[src/rtl/vmem_writer.sv]
// -----------------------------------------------------------------------------
// vmem_writer
//   Text-terminal writer for the character video memory scanned by the VGA
//   text path. Takes an ASCII byte stream, writes glyph codes at the cursor,
//   handles newline / carriage return / backspace / form-feed, and scrolls the
//   screen up one row when the cursor runs off the bottom.
//
// Ports
//   clk       system clock, all state on posedge
//   reset     asynchronous, active-low reset
//   in_valid  in_char valid
//   in_char   ASCII input byte
//   in_ready  1 in IDLE; a byte is taken on an edge with in_valid & in_ready
//   wr_en     vmem write strobe (registered)
//   wr_addr   vmem write address = row*COLS + col (registered)
//   wr_data   vmem write data (registered)
//   rd_addr   vmem read address; rd_data is valid one cycle later
//   rd_data   vmem read data (used only while scrolling)
//   cursor_x  current column, 0..COLS-1
//   cursor_y  current row, 0..ROWS-1
//   busy      ~in_ready
// -----------------------------------------------------------------------------
module vmem_writer #(
   parameter int COLS   = 70,
   parameter int ROWS   = 30,
   parameter int ADDR_W = 12
) (
   input  logic              clk,
   input  logic              reset,
   input  logic              in_valid,
   input  logic [7:0]        in_char,
   output logic              in_ready,
   output logic              wr_en,
   output logic [ADDR_W-1:0] wr_addr,
   output logic [7:0]        wr_data,
   output logic [ADDR_W-1:0] rd_addr,
   input  logic [7:0]        rd_data,
   output logic [6:0]        cursor_x,
   output logic [4:0]        cursor_y,
   output logic              busy
);

   typedef enum logic [1:0] {
      IDLE,
      SCROLL,
      CLR_ROW,
      CLR_ALL
   } state_t;

   localparam int CELLS    = COLS * ROWS;
   localparam int SCROLL_N = COLS * (ROWS - 1);

   localparam logic [ADDR_W-1:0] A_ONE       = ADDR_W'(1);
   localparam logic [ADDR_W-1:0] A_COLS      = ADDR_W'(COLS);
   localparam logic [ADDR_W-1:0] A_SCROLL_N  = ADDR_W'(SCROLL_N);
   localparam logic [ADDR_W-1:0] A_LAST_BASE = ADDR_W'((ROWS - 1) * COLS);
   localparam logic [ADDR_W-1:0] A_LAST_CELL = ADDR_W'(CELLS - 1);
   localparam logic [6:0]        LAST_COL    = 7'(COLS - 1);
   localparam logic [4:0]        LAST_ROW    = 5'(ROWS - 1);
   localparam logic [7:0]        SPACE       = 8'h20;

   state_t            state;
   logic [ADDR_W-1:0] line_base;  // cursor_y*COLS, tracked by +/-COLS steps
   logic [ADDR_W-1:0] cnt;        // scroll step index or clear address

   assign in_ready = (state == IDLE);
   assign busy     = ~in_ready;

   // NOTE: every register here is plain flop state with a defined reset value;
   // the video memory itself lives outside and is never cleared by reset.
   always_ff @(posedge clk or negedge reset) begin
      if (!reset) begin
         state     <= IDLE;
         cursor_x  <= '0;
         cursor_y  <= '0;
         line_base <= '0;
         cnt       <= '0;
         wr_en     <= 1'b0;
         wr_addr   <= '0;
         wr_data   <= '0;
         rd_addr   <= '0;
      end else begin
         // NOTE: non-blocking assignments throughout; a later assignment in the
         // same cycle overrides this default, so the strobe is a one-cycle pulse.
         wr_en <= 1'b0;

         unique case (state)
            IDLE: begin
               if (in_valid) begin
                  if (in_char >= 8'h20 && in_char <= 8'h7E) begin
                     wr_en   <= 1'b1;
                     wr_addr <= line_base + ADDR_W'(cursor_x);
                     wr_data <= in_char;
                     if (cursor_x == LAST_COL) begin
                        cursor_x <= '0;
                        if (cursor_y == LAST_ROW) begin
                           state   <= SCROLL;
                           cnt     <= '0;
                           rd_addr <= A_COLS;
                        end else begin
                           cursor_y  <= cursor_y + 5'd1;
                           line_base <= line_base + A_COLS;
                        end
                     end else begin
                        cursor_x <= cursor_x + 7'd1;
                     end
                  end else if (in_char == 8'h0A || in_char == 8'h0D) begin
                     cursor_x <= '0;
                     if (cursor_y == LAST_ROW) begin
                        state   <= SCROLL;
                        cnt     <= '0;
                        rd_addr <= A_COLS;
                     end else begin
                        cursor_y  <= cursor_y + 5'd1;
                        line_base <= line_base + A_COLS;
                     end
                  end else if (in_char == 8'h08) begin
                     // Backspace erases the cell it moves onto; at (0,0) nothing happens.
                     if (cursor_x != '0) begin
                        cursor_x <= cursor_x - 7'd1;
                        wr_en    <= 1'b1;
                        wr_addr  <= line_base + ADDR_W'(cursor_x) - A_ONE;
                        wr_data  <= SPACE;
                     end else if (cursor_y != '0) begin
                        cursor_x  <= LAST_COL;
                        cursor_y  <= cursor_y - 5'd1;
                        line_base <= line_base - A_COLS;
                        wr_en     <= 1'b1;
                        wr_addr   <= line_base - A_ONE;  // last cell of previous row
                        wr_data   <= SPACE;
                     end
                  end else if (in_char == 8'h0C) begin
                     state <= CLR_ALL;
                     cnt   <= '0;
                  end
               end
            end

            SCROLL: begin
               // Step cnt presents rd_addr = COLS+cnt; the data comes back during
               // step cnt+1 and is written one row up at address cnt.
               if (cnt != '0) begin
                  wr_en   <= 1'b1;
                  wr_addr <= cnt - A_ONE;
                  wr_data <= rd_data;
               end
               if (cnt == A_SCROLL_N) begin
                  state <= CLR_ROW;
                  cnt   <= A_LAST_BASE;
               end else begin
                  cnt <= cnt + A_ONE;
                  // Hold the read address on the last cell rather than run past the screen.
                  if (cnt < A_SCROLL_N - A_ONE) begin
                     rd_addr <= rd_addr + A_ONE;
                  end
               end
            end

            CLR_ROW: begin
               wr_en   <= 1'b1;
               wr_addr <= cnt;
               wr_data <= SPACE;
               if (cnt == A_LAST_CELL) begin
                  state     <= IDLE;
                  cursor_x  <= '0;
                  cursor_y  <= LAST_ROW;
                  line_base <= A_LAST_BASE;
               end else begin
                  cnt <= cnt + A_ONE;
               end
            end

            CLR_ALL: begin
               wr_en   <= 1'b1;
               wr_addr <= cnt;
               wr_data <= SPACE;
               if (cnt == A_LAST_CELL) begin
                  state     <= IDLE;
                  cursor_x  <= '0;
                  cursor_y  <= '0;
                  line_base <= '0;
               end else begin
                  cnt <= cnt + A_ONE;
               end
            end

            default: state <= IDLE;
         endcase
      end
   end

endmodule

[config.mk]
export PLATFORM = sky130hd
export DESIGN_NAME = vmem_writer
export DESIGN_NICKNAME = d
export VERILOG_FILES = /design/src/rtl/vmem_writer.sv
export SDC_FILE = /design/constraint.sdc
export NUM_CORES = 1
export LEC_CHECK = 0
export BUFFER_PORTS_ARGS = -buffer_cell sky130_fd_sc_hd__buf_2
export CORE_MARGIN = 2
export CORE_UTILIZATION = 55
export DETAILED_ROUTE_END_ITERATION = 10
export PLACE_DENSITY = 0.79
export SYNTH_ARGS = -nofsm -noshare
export SYNTH_HDL_FRONTEND = slang
export SYNTH_SLANG_ARGS = --single-unit
[constraint.sdc]
create_clock -name clk -period 4.35 [get_ports clk]
set_input_delay 0.2175 -clock clk [delete_from_list [all_inputs] [get_ports clk]]
set_output_delay 0.2175 -clock clk [all_outputs]
set_load 0.01 [all_outputs]
==> out/results.txt, run 1 <==
yosys warns = 0
setup bufs post-CTS = 0
Max FO, Critical Path = 15
DP Area = 0.00595 mm^2
cell chain of the critical path = inv_1 -> ha_1 -> nor3b_4 -> nand2_1 -> mux2i_1 -> ha_1 -> inv_1 -> a211oi_4 -> a21oi_1 -> or3_1 -> xnor2_1 -> a221o_1
Sw Pwr = 0.369 mW
main area contributors after synthesis = dfrtp_1 (31%), nor2_1 (6.6%), a21oi_1 (5.5%), ha_1 (4.6%), o21ai_0 (3.8%)
initial antenna violation count = 0
max-slew violations = 0
Synth area leader = dfrtp_1
Die W = 105 um
Hold Buf Count CTS = 0
worst endpoint required time = 4600 ps
register share of total power = 48.6%
status = finished, final reports clean
I/O pin cnt = 66
Post-synth top cells = nor2_1 (100), dfrtp_1 (70), a21oi_1 (62)
site row count = 37
core area = 0.0101 mm^2
CP max stage cell = dfrtp_1
Rel. slew slack = 29.7%
DR vias = 5828
post-synthesis sequential area ratio = 31.0%
final instance area = 0.00615 mm^2
flops & latches, synth = 70
CTS HTree Levels = 3
Yosys cell types = 78
Yosys top cell area share = 31.0%
Worst Tran Pin Value = 1050 ps
total global-route track usage = 29.5%
leak pwr = 2.80 nW
Die ar. = 0.0111 mm^2
Worst setup SP type = flop
most numerous cell in the Yosys netlist = nor2_1
CTS resizes = 0
Post-route DRC = 0
DRT Pass-1 Iters = 5
hold crit path type = in -> async
Crit Path Category = reg -> reg
max incr delay on CP = 640 ps
RSZ-0062 raised after global routing = false
nets@finish = 794
DRT Wirelength = 16300 um
DR iter-0 viols = 700
Max Freq = 279 MHz
Worst EP arrival = 3840 ps
syn_nets = 768
final hold violations = 0
clk_skew = 12.3 ps
Area Growth Syn to Fin = 8.71%
cells after synthesis = 728
Clock Tree Root = clkbuf_8
Clock Pin Slew Worst Setup and Hold Paths = 80 ps
Post-synth EDFFs = 0
Max VDD drop = 0.000128 V
CTS tree = built
# Max-Cap Violations = 0
vias per cell = 6.52
largest net degree at the start of global routing = 44
CTS Sinks = 70
Initial Utilization = 55.8%
TritonCTS Buffers = 9
Net Sw Frac = 27.3%
fin crit period = 3590 ps
Die Span Y = 105 um
pwr dens = 219 mW/mm^2
Post-Syn Area = 0.00566 mm^2
Pint = 0.979 mW
vias in the first global route = 5314
Longest Clk Path Bufs = 2
Async SR Flop Fraction = 100%
Clock Latency Late Sink = 360 ps
setup TNS = 0 ps
Syn Area/Cell = 7.77 um^2
# setup viols final = 0
Setup crit end kind = flop
HPWL after DPL = 11600 um
r2r setup slk = 760 ps
post-route ant nets = 0
Antenna Cells = 0
global-route wire length before repair = 26500 um
clock share of power = 40.8%
GPL Wtd Cong = 0.904
IO buf count = 65
Main synth FF type = dfrtp_1
fraction of layout cells with a size suffix above 1 = 14.4%
Final period util = 82.5%
wire per inst = 18.3 um
global route overflow = 0
combinational power share = 10.6%
## worst paths after layout
path,startpoint,to,depth (start not counted)
setup / recovery,cursor_x[0],wr_addr[8],12
hold / removal,reset,cursor_x[5],1
setup reg to reg,cursor_x[0],wr_addr[8],12
min in group clk,rd_data[7],wr_data[7],3
max in group asynchronous,reset,wr_addr[9],2
hold reg to reg,wr_data[7],wr_data[7],2
## cells by family after synthesis
family                   after synthesis  synth area share (%)
buffers and inverters                 78                  5.86
multiplexers                           9                  1.64
AO/OA/AOI/OAI                        227                  26.1
XOR/XNOR                              38                  5.88
adder cells (fa/ha/maj)               21                  4.64
flip-flops                            70                  31.0
AND/OR/NAND/NOR                      285                  24.9
## cells in the final DEF, fill, tap and decap left out, drive strengths merged, types with 6 or more instances in the layout
cell,instances
a211oi,8
a21oi,62
a221oi,12
a31oi,14
and2,6
and3,12
buf,72
clkbuf,10
dfrtp,70
ha,21
inv,20
mux2i,7
nand2,58
nand2b,7
nand3,29
nand4,6
nor2,100
nor3,28
nor4,9
o211ai,6
o21a,6
o21ai,58
o22ai,6
o31ai,9
or3,9
xnor2,17
xor2,21
## area by class of cell
class                      count  area [um^2]
fill                         903         3990
multi-input combinational    580         3570
sequential                    70         1750
timing repair buffer          72          378
tap                          136          170
clock buffer                  10          138
inverter                      21         78.8
clock inverter                 5         60.1
## through the flow
| stage | worst slack (ps) | utilization (%) | hold slack, ps | instances | power, mW |
|---|---|---|---|---|---|
| finish | 763 | 60.7 | 42.6 | 894 | 1.35 |
| floorplan | 752 | - | -78.1 | 728 | 0.755 |
| CTS | 788 | 60.7 | 72.0 | 894 | 1.35 |
| detailed placement | 793 | 58.7 | 458 | 879 | 0.808 |
| global route | 512 | 60.7 | 91.7 | 894 | 1.39 |
| global placement | 931 | 58.7 | 447 | 879 | 0.804 |
## metal layers
metal  up-vias  part of all wire, %  global-route usage, %
met5         -                    0                      0
met2       321                   45                   45.9
met1      2781                   44                   40.4
met4         0                  2.9                   12.4
met3        37                  8.5                   5.19
li1       2689                    -                      -
## power by group through the flow
stage / clock network, mW / registers [mW] / logic (mW)
global placement: 0 / 0.668 / 0.136
detailed placement: 0 / 0.668 / 0.140
global route: 0.580 / 0.656 / 0.156
CTS: 0.550 / 0.655 / 0.140
floorplan: 0 / 0.666 / 0.0889
finish: 0.550 / 0.655 / 0.143
## sequential cells by signal, summed over array words and instances, names as in the netlist
| signal | cells |
|---|---|
| cursor_y | 5 |
| line_base | 11 |
| cursor_x | 7 |
| wr_en | 1 |
| rd_addr | 12 |
| state | 2 |
| cnt | 12 |
| wr_data | 8 |
| wr_addr | 12 |
## worst max-delay path, delay by kind of cell, from the launching register on
family	cells	cell delay, ps
muxes	1	260
buffers and inverters	2	250
adders and majority gates	2	480
and+or+nand+nor	3	920
xor gates and xnor gates	1	130
AOI/OAI and AO/OA	3	820
DFF	1	640
Power figures use the tool's default switching activity.
==> run 2, diff against run 1 <==
==> constraint.sdc (replaced) <==
create_clock -name clk -period 3.57 [get_ports clk]
set_input_delay 0.1785 -clock clk [delete_from_list [all_inputs] [get_ports clk]]
set_output_delay 0.1785 -clock clk [all_outputs]
set_load 0.01 [all_outputs]
==> out/results.txt, run 2 (synthesized netlist as in run 1, its figures left out) <==
CTS Sinks = 70
fin crit period = 3300 ps
most frequent cells in the layout = nor2_1 (100), dfrtp_1 (70), buf_2 (65)
Worst EP arrival = 3540 ps
hold crit path type = in -> reg
DRT Pass-1 Iters = 5
nets@finish = 804
worst reg2reg path startpoint = cursor_x[2]
CTS tree = built
Post-route DRC = 0
TritonCTS Buffers = 9
CTS resizes = 0
I/O pin cnt = 66
total global-route track usage = 29.8%
largest net degree at the start of global routing = 43
Worst Hold End = wr_data[7]
Register-to-Register Path Depth = 9
pre-CTS setup slack = 342 ps
Max FO, Critical Path = 12
setup bufs post-CTS = 0
wire per inst = 18.3 um
max-slew violations = 0
Clock Latency Late Sink = 360 ps
worst endpoint required time = 3820 ps
clk_skew = 10.8 ps
pwr dens = 264 mW/mm^2
# setup viols final = 0
vias per cell = 6.48
final instance area = 0.00623 mm^2
most common cell after layout, fill and taps aside = nor2_1
HP Start = rd_data[7]
Final period util = 92.3%
IO buf count = 65
Die W = 105 um
setup TNS = 0 ps
GR Util met2 = 46.7%
Die ar. = 0.0111 mm^2
cell depth of the worst hold path = 3
Final Util = 61.4%
Max VDD drop = 0.000149 V
Worst setup SP type = flop
Worst Tran Pin Value = 1190 ps
Area Growth Syn to Fin = 10.1%
Reg2Reg Capture Point = wr_addr[8]
r2r setup slk = 270 ps
met3 Use GR = 3.59%
site row count = 37
Longest Clk Path Bufs = 2
DRT Wirelength = 16600 um
DR iter-0 viols = 652
Clock Pin Slew Worst Setup and Hold Paths = 80 ps
global route hottest layer = met2
DP Area = 0.00602 mm^2
setup ws final = 274 ps
filler instances = 914
global-route wire length before repair = 26700 um
final hold violations = 0
# Max-Cap Violations = 0
post-route ant nets = 0
initial antenna violation count = 0
Antenna Cells = 0
Tot Pwr = 1.64 mW
HPWL after DPL = 11900 um
Crit Path Category = reg -> reg
Rel. slew slack = 20.4%
leak pwr = 2.84 nW
Max Freq = 303 MHz
global route overflow = 0
core area = 0.0101 mm^2
fraction of layout cells with a size suffix above 1 = 15.3%
Die Span Y = 105 um
GPL Wtd Cong = 0.952
Initial Utilization = 55.8%
M1 GR Usage = 42.0%
status = finished, final reports clean
CTS HTree Levels = 3
RSZ-0062 raised after global routing = false
Setup crit end kind = flop
biggest registers after layout = cnt: 12 flops, rd_addr: 12 flops, wr_addr: 12 flops
vias in the first global route = 5286
Clock Tree Root = clkbuf_8
DR vias = 5863
## run 2: how the worst max path moves through the flow
stage | slack (ps) | end | startpoint | cells past startpoint
6_report | 270 | wr_addr[8] | cursor_x[2] | 9
5_1_grt | 1 | wr_addr[9] | cursor_x[2] | 9
4_1_cts | 320 | wr_addr[8] | cursor_x[2] | 9
3_5_place_dp | 340 | wr_addr[8] | cursor_x[2] | 9
3_3_place_gp | 450 | wr_addr[8] | cursor_x[2] | 9
2_1_floorplan | 90 | wr_addr[8] | cursor_x[0] | 15
## run 2: power by group
part           internal (mW)  switching (mW)
Clock                  0.327           0.340
Sequential             0.793         0.00230
Combinational         0.0639           0.118
Total                   1.18           0.460
## run 2: metrics by stage
stage	hold WS [ps]	std cells
global route	73.9	905
global placement	210	888
finish	54.0	905
detailed placement	213	888
CTS	47.0	905
floorplan	-117	728
## run 2: what timing repair did
item / 4_1_cts / 5_1_grt
setup endpoints to repair: 0 / 0
hold buffers: 1 / 0
endpoints found under the hold margin: 21 / 0
## run 2: area by class of cell
| class | instances | area (um^2) | area share [%] |
|---|---|---|---|
| Sequential cell | 70 | 1750 | 28.1 |
| Tap cell | 136 | 170 | 2.73 |
| Timing Repair Buffer | 82 | 455 | 7.31 |
| Multi-Input combinational cell | 580 | 3570 | 57.4 |
| Clock inverter | 6 | 70.1 | 1.13 |
| Inverter | 21 | 78.8 | 1.27 |
| Clock buffer | 10 | 128 | 2.05 |
## run 2: layer usage
| metal | routed length (um) | share of wire (%) |
|---|---|---|
| met5 | 0 | 0 |
| met4 | 448 | 2.7 |
| met3 | 1620 | 9.8 |
| met2 | 7650 | 46 |
| met1 | 6840 | 41 |
## run 2: critical path, stage by stage, from the launching register on
cell and delay (ps):
dfrtp_1 630, ha_1 410, a211oi_2 310, nor3b_1 150, o2111a_1 250, a311o_1 400
and4_1 230, or3_1 350, xnor2_1 130, a221o_1 320
==> run 3, diff against run 2 <==
--- a/config.mk
+++ b/config.mk
@@ -8,8 +8,9 @@
 export BUFFER_PORTS_ARGS = -buffer_cell sky130_fd_sc_hd__buf_2
 export CORE_MARGIN = 2
 export CORE_UTILIZATION = 55
+export CTS_BUF_LIST = sky130_fd_sc_hd__clkbuf_8
 export DETAILED_ROUTE_END_ITERATION = 10
-export PLACE_DENSITY = 0.79
+export PLACE_DENSITY = 0.76
 export SYNTH_ARGS = -nofsm -noshare
 export SYNTH_HDL_FRONTEND = slang
 export SYNTH_SLANG_ARGS = --single-unit
==> out/results.txt, run 3 (synthesized netlist as in run 1, its figures left out) <==
Area Growth Syn to Fin = 10.2%
Max VDD drop = 0.000137 V
DRT Wirelength = 16400 um
CTS resizes = 0
Setup crit end kind = flop
register share of total power = 48.5%
wire per inst = 18.1 um
clock share of power = 40.4%
GPL Wtd Cong = 0.912
Longest Clk Path Bufs = 2
setup TNS = 0 ps
Final period util = 91.0%
Rel. slew slack = 26.4%
hold slack = 53.8 ps
CTS tree = built
HPWL after DPL = 11800 um
Clock Tree Root = clkbuf_8
Die ar. = 0.0111 mm^2
global-route wire length before repair = 26900 um
initial antenna violation count = 0
worst endpoint required time = 3810 ps
Die Span Y = 105 um
# Max-Cap Violations = 0
Clock Pin Slew Worst Setup and Hold Paths = 80 ps
Antenna Cells = 0
Die W = 105 um
Worst Tran Pin Value = 1100 ps
CTS HTree Levels = 3
site row count = 37
pwr dens = 263 mW/mm^2
Worst EP arrival = 3490 ps
Sw Pwr = 0.443 mW
fraction of layout cells with a size suffix above 1 = 15.5%
DR vias = 5783
Net Sw Frac = 27.0%
combinational power share = 11.0%
IO buf count = 65
I/O pin cnt = 66
Final Util = 61.5%
Worst setup SP type = flop
hold crit path type = in -> reg
max incr delay on CP = 620 ps
TritonCTS Buffers = 9
Clock Latency Late Sink = 350 ps
nets@finish = 805
vias in the first global route = 5463
vias per cell = 6.39
Max FO, Critical Path = 12
CP top delay family = compound AO/OA/AOI/OAI gates
clk_skew = 11.4 ps
Initial Utilization = 55.8%
post-route ant nets = 0
leak pwr = 2.85 nW
WP buf/inv = 0
most frequent cells in the layout = nor2_1 (100), dfrtp_1 (70), buf_2 (65)
most common cell after layout, fill and taps aside = nor2_1
CP max stage cell = dfrtp_1
Post-route DRC = 0
core area = 0.0101 mm^2
total global-route track usage = 30.1%
# setup viols final = 0
biggest registers after layout = cnt: 12 flops, rd_addr: 12 flops, wr_addr: 12 flops
fin crit period = 3250 ps
cell chain of the critical path = ha_1 -> a21o_1 -> a211oi_1 -> o211ai_1 -> a211oi_4 -> a21oi_1 -> or3_1 -> xnor2_1 -> a221o_1
max-slew violations = 0
filler instances = 915
final hold violations = 0
global route overflow = 0
CTS Sinks = 70
RSZ-0062 raised after global routing = false
DRT Pass-1 Iters = 7
Max Freq = 308 MHz
status = finished, final reports clean
DR iter-0 viols = 585
Pint = 1.20 mW
Crit Path Category = reg -> reg
largest net degree at the start of global routing = 53
==> run 3: changes by cell type in the layout (fill, tap and decap cells not counted) <==
cell        delta
inv_6          -1
buf_4          +1
clkinv_4       +1
clkinvlp_4     -2
clkbuf_1       -1
clkbuf_8       +1
clkinv_2       +1
==> run 3: final cells by class <==
type | count | area (um^2) | area share [%]
sequential | 70 | 1750 | 28.1
clock inverter | 5 | 60.1 | 0.963
multi-input combinational | 580 | 3570 | 57.3
inverter | 21 | 78.8 | 1.26
tap | 136 | 170 | 2.73
timing repair buffer | 83 | 463 | 7.43
clock buffer | 10 | 138 | 2.21
==> run 3: worst register-to-register path: stages (launching register included) <==
cell and delay [ps]:
dfrtp_1 620, ha_1 410, a21o_1 220, a211oi_1 320
o211ai_1 190, a211oi_4 440, a21oi_1 110, or3_1 390
xnor2_1 130, a221o_1 320
==> run 3: through the flow <==
stage	cells	power, mW	setup WS [ps]	instance area, um^2
floorplan	728	0.920	92.6	5660
global placement	889	0.984	438	6030
detailed placement	889	0.988	350	6030
CTS	905	1.64	346	6230
global route	905	1.70	34.5	6230
finish	905	1.64	321	6230
==> run 3: final timing paths <==
path                              from      endpoint  slack (ps)  cells past startpoint
min in group asynchronous        reset  line_base[4]         330                      2
max in group asynchronous        reset    rd_addr[9]        2190                      3
min                         rd_data[7]    wr_data[7]          50                      3
min reg2reg                 wr_data[7]    wr_data[7]         480                      2
max                        cursor_x[2]    wr_addr[8]         320                      9
max reg2reg                cursor_x[2]    wr_addr[8]         320                      9
==> run 3: power by group through the flow <==
stage	clock network [mW]	registers [mW]	logic [mW]
after floorplan	0	0.812	0.109
after global placement	0	0.811	0.173
after detailed placement	0	0.811	0.177
after CTS	0.670	0.795	0.179
after global routing	0.703	0.796	0.198
final	0.663	0.796	0.181
==> run 3: timing repair <==
| action | in CTS | in global routing |
|---|---|---|
| buffers inserted | 0 | 0 |
| hold endpoints to repair | 18 | 0 |
| hold buffers | 1 | 0 |
| endpoints found under the setup margin | 0 | 0 |
==> run 3: layer usage <==
| layer | routed length, um | part of all wire (%) | track usage [%] | vias up |
|---|---|---|---|---|
| met4 | 601 | 3.7 | 13.6 | 0 |
| met1 | 7010 | 43 | 40.5 | 2754 |
| met2 | 7540 | 46 | 47.5 | 262 |
| li1 | - | - | - | 2721 |
| met3 | 1270 | 7.7 | 5.26 | 46 |
| met5 | 0 | 0 | 0 | - |
